===== src/rtl/ram_arb_pkg.sv =====
// Shared definitions for the two-port RAM arbiter.
// Contents: default RAM geometry, the sequencer state encoding and the
// requester identifiers used for owner/last_grant.
package ram_arb_pkg;

  localparam int ADDR_W_DFLT = 7;
  localparam int DATA_W_DFLT = 8;

  typedef enum logic [1:0] {
    IDLE  = 2'd0,
    ISSUE = 2'd1,
    WAIT  = 2'd2,
    RESP  = 2'd3
  } arb_state_e;

  localparam logic PORT_A = 1'b0;
  localparam logic PORT_B = 1'b1;

endpackage


===== src/rtl/rr_arb2.sv =====
// Combinational two-way round-robin picker.
// Ports:
//   req_a, req_b : pending requests from ports A and B
//   last_grant   : port that won the previous arbitration
//   gnt_valid    : at least one request is pending
//   gnt_id       : winning port (PORT_A / PORT_B)
module rr_arb2
  import ram_arb_pkg::*;
(
  input  logic req_a,
  input  logic req_b,
  input  logic last_grant,
  output logic gnt_valid,
  output logic gnt_id
);

  // A lone request always wins; a tie goes to the port that was not
  // served last, so a continuously requesting port cannot starve the other.
  always_comb begin
    gnt_valid = req_a | req_b;
    gnt_id    = PORT_A;
    if (req_a && req_b) begin
      gnt_id = ~last_grant;
    end else if (req_b) begin
      gnt_id = PORT_B;
    end
  end

endmodule


===== src/rtl/ram_arbiter.sv =====
// Round-robin arbiter and sequencer in front of a single-port synchronous RAM.
// Serialises read/write commands from requesters A and B into single-cycle
// en/we pulses, waits out the RAM read latency and returns data with a
// one-cycle ack to the requester that was served.
// Ports:
//   clk, rst                 : clock, asynchronous active-low reset
//   req_x/we_x/addr_x/wdata_x: command from requester x (held until ack_x)
//   ack_x/rdata_x            : completion pulse and read data for requester x
//   ram_in/ram_addr/ram_en/ram_we/ram_rst : registered RAM controls
//   ram_out                  : RAM read data
//   busy                     : sequencer not in IDLE
//   owner                    : port being served (holds last value in IDLE)
module ram_arbiter
  import ram_arb_pkg::*;
#(
  parameter int ADDR_W = ADDR_W_DFLT,
  parameter int DATA_W = DATA_W_DFLT,
  parameter int RD_LAT = 1
) (
  input  logic              clk,
  input  logic              rst,
  input  logic              req_a,
  input  logic              we_a,
  input  logic [ADDR_W-1:0] addr_a,
  input  logic [DATA_W-1:0] wdata_a,
  output logic              ack_a,
  output logic [DATA_W-1:0] rdata_a,
  input  logic              req_b,
  input  logic              we_b,
  input  logic [ADDR_W-1:0] addr_b,
  input  logic [DATA_W-1:0] wdata_b,
  output logic              ack_b,
  output logic [DATA_W-1:0] rdata_b,
  output logic [DATA_W-1:0] ram_in,
  output logic [ADDR_W-1:0] ram_addr,
  output logic              ram_en,
  output logic              ram_we,
  output logic              ram_rst,
  input  logic [DATA_W-1:0] ram_out,
  output logic              busy,
  output logic              owner
);

  localparam logic [2:0] RD_LAT_C = 3'(RD_LAT);

  arb_state_e        state_q, state_d;
  logic              cmd_we_q, cmd_we_d;
  logic [ADDR_W-1:0] cmd_addr_q, cmd_addr_d;
  logic [DATA_W-1:0] cmd_wdata_q, cmd_wdata_d;
  logic              owner_q, owner_d;
  logic              last_grant_q, last_grant_d;
  logic [2:0]        cnt_q, cnt_d;
  logic [DATA_W-1:0] rdata_a_q, rdata_a_d;
  logic [DATA_W-1:0] rdata_b_q, rdata_b_d;
  logic              ack_a_q, ack_a_d;
  logic              ack_b_q, ack_b_d;
  logic              ram_en_q, ram_en_d;
  logic              ram_we_q, ram_we_d;
  logic [ADDR_W-1:0] ram_addr_q, ram_addr_d;
  logic [DATA_W-1:0] ram_in_q, ram_in_d;
  logic              ram_rst_q;

  logic gnt_valid;
  logic gnt_id;

  rr_arb2 u_rr_arb2 (
    .req_a      (req_a),
    .req_b      (req_b),
    .last_grant (last_grant_q),
    .gnt_valid  (gnt_valid),
    .gnt_id     (gnt_id)
  );

  // Next-state logic. Outputs are derived from the *next* state so that
  // the registered RAM controls and acks line up with the state they
  // belong to, rather than lagging it by one cycle.
  always_comb begin
    state_d      = state_q;
    cmd_we_d     = cmd_we_q;
    cmd_addr_d   = cmd_addr_q;
    cmd_wdata_d  = cmd_wdata_q;
    owner_d      = owner_q;
    last_grant_d = last_grant_q;
    cnt_d        = cnt_q;
    rdata_a_d    = rdata_a_q;
    rdata_b_d    = rdata_b_q;

    unique case (state_q)
      IDLE: begin
        if (gnt_valid) begin
          owner_d      = gnt_id;
          last_grant_d = gnt_id;
          cmd_we_d     = (gnt_id == PORT_B) ? we_b    : we_a;
          cmd_addr_d   = (gnt_id == PORT_B) ? addr_b  : addr_a;
          cmd_wdata_d  = (gnt_id == PORT_B) ? wdata_b : wdata_a;
          state_d      = ISSUE;
        end
      end
      ISSUE: begin
        if (cmd_we_q) begin
          state_d = RESP;
        end else begin
          cnt_d   = RD_LAT_C;
          state_d = WAIT;
        end
      end
      WAIT: begin
        // The last WAIT edge is the first one at which ram_out is valid.
        if (cnt_q == 3'd1) begin
          if (owner_q == PORT_B) begin
            rdata_b_d = ram_out;
          end else begin
            rdata_a_d = ram_out;
          end
          state_d = RESP;
        end else begin
          cnt_d = cnt_q - 3'd1;
        end
      end
      RESP: begin
        state_d = IDLE;
      end
      default: begin
        state_d = IDLE;
      end
    endcase

    ram_en_d   = (state_d == ISSUE);
    ram_we_d   = (state_d == ISSUE) && cmd_we_d;
    ram_addr_d = (state_d == ISSUE) ? cmd_addr_d : '0;
    ram_in_d   = ((state_d == ISSUE) && cmd_we_d) ? cmd_wdata_d : '0;
    ack_a_d    = (state_d == RESP) && (owner_d == PORT_A);
    ack_b_d    = (state_d == RESP) && (owner_d == PORT_B);
  end

  // State and output registers. ram_rst is held high through reset and
  // cleared by the first edge after release, so the RAM sees exactly one
  // reset edge once the clock runs.
  always_ff @(posedge clk or negedge rst) begin
    if (!rst) begin
      state_q      <= IDLE;
      cmd_we_q     <= 1'b0;
      cmd_addr_q   <= '0;
      cmd_wdata_q  <= '0;
      owner_q      <= PORT_A;
      last_grant_q <= PORT_B;
      cnt_q        <= 3'd0;
      rdata_a_q    <= '0;
      rdata_b_q    <= '0;
      ack_a_q      <= 1'b0;
      ack_b_q      <= 1'b0;
      ram_en_q     <= 1'b0;
      ram_we_q     <= 1'b0;
      ram_addr_q   <= '0;
      ram_in_q     <= '0;
      ram_rst_q    <= 1'b1;
    end else begin
      state_q      <= state_d;
      cmd_we_q     <= cmd_we_d;
      cmd_addr_q   <= cmd_addr_d;
      cmd_wdata_q  <= cmd_wdata_d;
      owner_q      <= owner_d;
      last_grant_q <= last_grant_d;
      cnt_q        <= cnt_d;
      rdata_a_q    <= rdata_a_d;
      rdata_b_q    <= rdata_b_d;
      ack_a_q      <= ack_a_d;
      ack_b_q      <= ack_b_d;
      ram_en_q     <= ram_en_d;
      ram_we_q     <= ram_we_d;
      ram_addr_q   <= ram_addr_d;
      ram_in_q     <= ram_in_d;
      ram_rst_q    <= 1'b0;
    end
  end

  assign ack_a    = ack_a_q;
  assign ack_b    = ack_b_q;
  assign rdata_a  = rdata_a_q;
  assign rdata_b  = rdata_b_q;
  assign ram_en   = ram_en_q;
  assign ram_we   = ram_we_q;
  assign ram_addr = ram_addr_q;
  assign ram_in   = ram_in_q;
  assign ram_rst  = ram_rst_q;
  assign busy     = (state_q != IDLE);
  assign owner    = owner_q;

endmodule


===== config.mk =====
export PLATFORM = sky130hd
export DESIGN_NAME = ram_arbiter
export DESIGN_NICKNAME = d
export VERILOG_FILES = /design/src/rtl/ram_arb_pkg.sv /design/src/rtl/rr_arb2.sv /design/src/rtl/ram_arbiter.sv
export SDC_FILE = /design/constraint.sdc
export NUM_CORES = 1
export LEC_CHECK = 0
export CAP_MARGIN = 25
export CORE_UTILIZATION = 25
export DETAILED_ROUTE_END_ITERATION = 10
export GPL_TIMING_DRIVEN = 0
export PLACE_DENSITY = 0.57
export SYNTH_ARGS = -nofsm -noshare
export SYNTH_HDL_FRONTEND = slang
export SYNTH_SLANG_ARGS = --single-unit
export TNS_END_PERCENT = 30

===== constraint.sdc =====
create_clock -name clk -period 3.5 [get_ports clk]
set_input_delay 0.7 -clock clk [delete_from_list [all_inputs] [get_ports clk]]
set_output_delay 0.7 -clock clk [all_outputs]
set_load 0.005 [all_outputs]

==> impl_metrics.ini, run 1 <==
[layout]
n_antenna_cell = 0
nets = 344
area_growth_pct = 48.2
final_cell_area_sq_um = 3750
post_route_cells_drive_above_1_share = 0.177

[sta]
drv_slew = 0
setup_violations = 0
whs_ps = 380
rsz0062_at_grt = false
fmax_mhz = 406
clock_skew_ps = 7.10
relSlewSlack = 0.587
hold_violations = 0
period_share = 0.704
setup_slack_ps = 1030
setup_tns_ps = 0
fin_crit_ps = 2470
worstMarginPinSlew_ps = 619

[worst_setup_path]
cp-start-kind = register
worst_setup_path_end_kind = primary output
critical_path_class = reg2out
cp_data_required_time_ps = 2800
cp_max_fo = 7
arrival_ps = 1770

[clock_network]
insertion_delay_ps = 330
path_clk_slew_ps = 60
cts-root-buf = clkbuf_8
cts_buffer_depth = 2
numClockSinks = 59
cts_tree = built
cts_resized = 0
htree_levels = 3
cts_buffers = 9
post_cts_buffers = 0
hold_buffers = 0

[global_route]
use_met1 = 0.133
grtUsageTotal = 0.111
grt_busiest_layer = met2
grt_pass1_vias = 1704
grt_pass1_wl_um = 8580
overflow = 0
use_met3 = 0.0488
met2_usage = 0.172
grt_max_degree = 36
grt_antenna_before_repair = 0

[die]
dieArea_sq_um = 10500
die_w_um = 103
num_rows = 36
core_area_sq_um = 9770
initial_core_util = 0.259
io_pins = 82
die_h_um = 103

[power_and_ir_drop]
irDropWorstVdd_v = 0.000332
cellPowerDensity_nw_per_um2 = 860
finalPower_uw = 3220
power.leakage_uw = 0.00164

[synth]
avgSynthCellArea_sq_um = 12.6
synth_cell_types = 42
async_reset_ff_frac = 1.00
synth-edff-count = 0
synth_nets = 251
seq_area_frac_synth = 0.585
synth-seq-cells = 59
synth_cells = 201
synth_warnings = 0
synth_flop_cell = dfrtp_1
syn_area_sq_um = 2530

[placed_design]
dp_slack_ps = 993
placed_cell_area_sq_um = 3520
gp_congestion = 0.753
hpwl_um = 3890
port_buffers = 81

[run_status]
status = finished clean

[drt]
wl_per_cell_um = 12.5
drc = 0
ant_nets = 0
first_pass_iters = 4
vias = 1818
wirelength_um = 5410
dr.first_iter.drc_count = 44
via_per_inst = 4.21

[min_path]
hp-class = in2async

[run]
maxCapViolCount = 0
## sequential cells by signal, summed over array words and instances, names as in the netlist, 2 cells and up
name and cells:
cmd_wdata_q 8, ram_in 8, rdata_a 8, rdata_b 8, cmd_addr_q 7, ram_addr 7, cnt_q 3, state_q 2
## final timing paths
kind | cells after the start | start | endpoint | slack [ps]
min in group clk | 2 | cmd_addr_q[0]$_DFF_PN0_ | cmd_addr_q[0]$_DFF_PN0_ | 470
worst max register to register | 7 | state_q[0]$_DFF_PN0_ | ram_in[1]$_DFF_PN0_ | 1510
worst min-delay path | 1 | rst | cnt_q[2]$_DFFE_PN0P_ | 380
worst min register to register | 2 | cmd_addr_q[0]$_DFF_PN0_ | cmd_addr_q[0]$_DFF_PN0_ | 470
worst max-delay path | 4 | state_q[0]$_DFF_PN0_ | busy | 1030
max in group asynchronous | 2 | rst | last_grant_q$_DFFE_PN1P_ | 2460
## stage by stage
stage               cells  utilization
CTS                   432        0.384
global placement      415        0.359
global route          432        0.384
finish                432        0.384
detailed placement    416        0.360
floorplan             201            -
## report_power, final
group	leakage (uW)	total [uW]	internal (uW)	switching, uW
registers	0.000738	1140	999	141
clock network	0.000113	696	439	257
logic	0.000787	1390	771	619
total	0.00164	3220	2210	1020
## cells by family (layout without fill, tap and decap cells)
logic type      count (synthesis)  in the layout  synth area share
simple gates                   53             53             0.127
flops                          59             59             0.585
other cells                     1              1           0.00148
buf+inv                        19            117            0.0381
compound gates                 32             32            0.0885
fa+ha+maj                       6              6            0.0297
mux                            31             31             0.131
## metal layers
metal,routed length (um),share of wire
met5,0,0
met4,36,0.0067
met3,404,0.075
met2,2570,0.47
met1,2400,0.44
## Yosys cell counts, types with 3 or more instances
cell,n,share of area
dfrtp_1,57,0.56
ha_1,6,0.030
nor2_1,4,0.0059
mux2_2,16,0.071
nand2_1,17,0.025
mux2i_1,15,0.059
nand3_1,3,0.0059
nor3b_1,4,0.012
and2b_1,6,0.018
o21ai_1,7,0.014
a21oi_1,7,0.014
inv_1,12,0.018
o21ai_0,7,0.014
nor3b_2,4,0.020
## area by class of cell
type / instances / area, sq um
plain buffers: 7 / 51.3
clock buffers: 12 / 155
clock inverters: 4 / 72.6
fillers: 979 / 6020
inverters: 12 / 45.0
multi-input cells: 123 / 955
flip-flops and latches: 59 / 1480
well taps: 133 / 166
repair buffers: 82 / 826
## critical path, cell delays in order, from the launching register on
cell and delay, ps:
dfrtp_1 400, inv_1 140, ha_1 350, inv_1 80, clkdlybuf4s50_1 470
## placed cells by master (no fill, tap or decap), drive strengths merged, types with 2 or more instances in the layout
| cell | synthesis | routed |
|---|---|---|
| inv | 12 | 12 |
| dfrtp | 57 | 57 |
| nor2 | 5 | 5 |
| nand2 | 19 | 19 |
| nand3b | 2 | 2 |
| mux2 | 16 | 16 |
| ha | 6 | 6 |
| a21oi | 7 | 7 |
| buf | 4 | 6 |
| o21ai | 16 | 16 |
| nor3b | 8 | 8 |
| clkbuf | 3 | 15 |
| nor3 | 2 | 2 |
| nor4 | 2 | 2 |
| mux2i | 15 | 15 |
| o221ai | 3 | 3 |
| and3 | 2 | 2 |
| bufinv | 0 | 2 |
| and2b | 6 | 6 |
| dfstp | 2 | 2 |
| clkdlybuf4s50 | 0 | 80 |
| nand3 | 3 | 3 |
| nor2b | 2 | 2 |
No activity file was read; power rests on OpenSTA's default activity.
==> run 2, diff against run 1 <==
Settings changed: PLACE_DENSITY 0.57 to 0.58.
Clock period 3.5 ns to 2.1 ns, I/O delays scaled along.
==> impl_metrics.ini, run 2 (synthesized netlist as in run 1, its figures left out) <==
[run_status]
status = finished clean

[placed_design]
gp_congestion = 0.718
port_buffers = 81
hpwl_um = 3860
placed_cell_area_sq_um = 3520
dp.cells = 416

[drt]
wirelength_um = 5420
dr.first_iter.drc_count = 32
ant_nets = 0
drc = 0
via_per_inst = 4.20
first_pass_iters = 4
vias = 1815
wl_per_cell_um = 12.5

[die]
dieArea_sq_um = 10500
die_h_um = 103
io_pins = 82
initial_core_util = 0.259
core_area_sq_um = 9770
num_rows = 36
die_w_um = 103

[worst_setup_path]
rrSetupSlack_ps = 230
worst_r2r_endpoint = ram_in[3]$_DFF_PN0_
arrival_ps = 2120
cp-start-kind = register
critical_path_class = reg2reg
worst_setup_path_end_kind = register
cp_max_fo = 10
crit_end = ram_in[3]$_DFF_PN0_
critPathLaunch = state_q[1]$_DFF_PN0_
rr_worst_depth = 7
r2r-start = state_q[1]$_DFF_PN0_
cp_data_required_time_ps = 2340

[sta]
worstMarginPinSlew_ps = 633
relSlewSlack = 0.578
hold_violations = 0
whs_ps = 105
clock_skew_ps = 5.75
rsz0062_at_grt = false
setup_violations = 0
drv_slew = 0
fin_crit_ps = 1870
period_share = 0.892
fmax_mhz = 534

[global_route]
grt_antenna_before_repair = 0
grtUsageTotal = 0.117
grt_max_degree = 35
grt_pass1_wl_um = 8920
grt_pass1_vias = 1826
overflow = 0

[layout]
area_growth_pct = 48.0
final_cell_area_sq_um = 3740
post_route_cells_drive_above_1_share = 0.187
n_antenna_cell = 0
final_cell_mix = clkdlybuf4s50_1, dfrtp_1, nand2_1
nets = 344
final-instance-count-excl-fill = 432
final_common_cell = clkdlybuf4s50_1

[clock_network]
cts_buffer_depth = 2
post_cts_buffers = 0
cts_tree = built
hold_buffers = 0
cts-root-buf = clkbuf_8
htree_levels = 3
insertion_delay_ps = 330
path_clk_slew_ps = 70
cts_buffers = 9
numClockSinks = 59

[power_and_ir_drop]
finalPower_uw = 5300
power.leakage_uw = 0.00163
irDropWorstVdd_v = 0.000414
cellPowerDensity_nw_per_um2 = 1410

[min_path]
hp-class = in2async

[run]
maxCapViolCount = 0
==> run 2: cell types whose count changed in the layout (fill, tap and decap cells not counted), sizes merged <==
cell           previous run  this run
bufinv                    2         1
clkbuf                   15        13
clkdlybuf4s50            80        79
clkinv                    1         2
clkinvlp                  1         2
dlymetal6s2s              0         1
inv                      12        13
==> run 2: through the flow <==
stage / setup WS, ps / TNS (ps) / utilization
global route: 30.1 / 0 / 0.383
CTS: 24.8 / 0 / 0.382
detailed placement: -126 / -1360 / 0.360
floorplan: 391 / 0 / -
global placement: -1310 / -76930 / 0.359
finish: 226 / 0 / 0.383
==> run 2: power by group <==
group	switching, uW	leakage (uW)	internal [uW]	total (uW)
Combinational	1050	0.000791	1310	2360
Sequential	240	0.000738	1660	1900
Clock	458	0.0000987	579	1040
Total	1740	0.00163	3550	5300
==> run 2: what timing repair did <==
| action | 4_1_cts | 5_1_grt |
|---|---|---|
| hold endpoints to repair | 0 | 0 |
| endpoints found under the setup margin | 1 | 9 |
| resized for setup | 2 | 3 |
==> run 2: worst min path at each step <==
stage	from	endpoint	slack [ps]	depth (start not counted)
after floorplan	rst	ack_a$_DFF_PN0_	120	0
after global placement	cmd_wdata_q[6]$_DFF_PN0_	cmd_wdata_q[6]$_DFF_PN0_	450	2
after detailed placement	cmd_wdata_q[6]$_DFF_PN0_	cmd_wdata_q[6]$_DFF_PN0_	450	2
after CTS	rst	cmd_addr_q[6]$_DFF_PN0_	100	1
after global routing	rst	cmd_addr_q[6]$_DFF_PN0_	110	1
final	rst	cmd_addr_q[6]$_DFF_PN0_	110	1
==> run 2: critical path: stages (launching register included) <==
cell and delay, ps:
dfrtp_1 380, inv_1 130, ha_1 300, nand2_2 120, a32oi_2 190, nand3b_2 210
buf_4 250, nor3b_1 200
==> run 2: metal layers <==
layer  up-vias  share of wire  global-route usage
li1        878              -                   -
met1       876           0.45               0.139
met2        54           0.47               0.183
met3         7          0.071              0.0542
met4         0          0.011              0.0429
met5         -              0                   0
==> run 2: area by class of cell <==
cell class / instances / area, sq um
Sequential cell: 59 / 1480
Inverter: 12 / 45.0
Timing Repair Buffer: 82 / 828
Clock buffer: 10 / 138
Buffer: 7 / 51.3
Tap cell: 133 / 166
Clock inverter: 6 / 63.8
Multi-Input combinational cell: 123 / 972
Fill cell: 978 / 6030
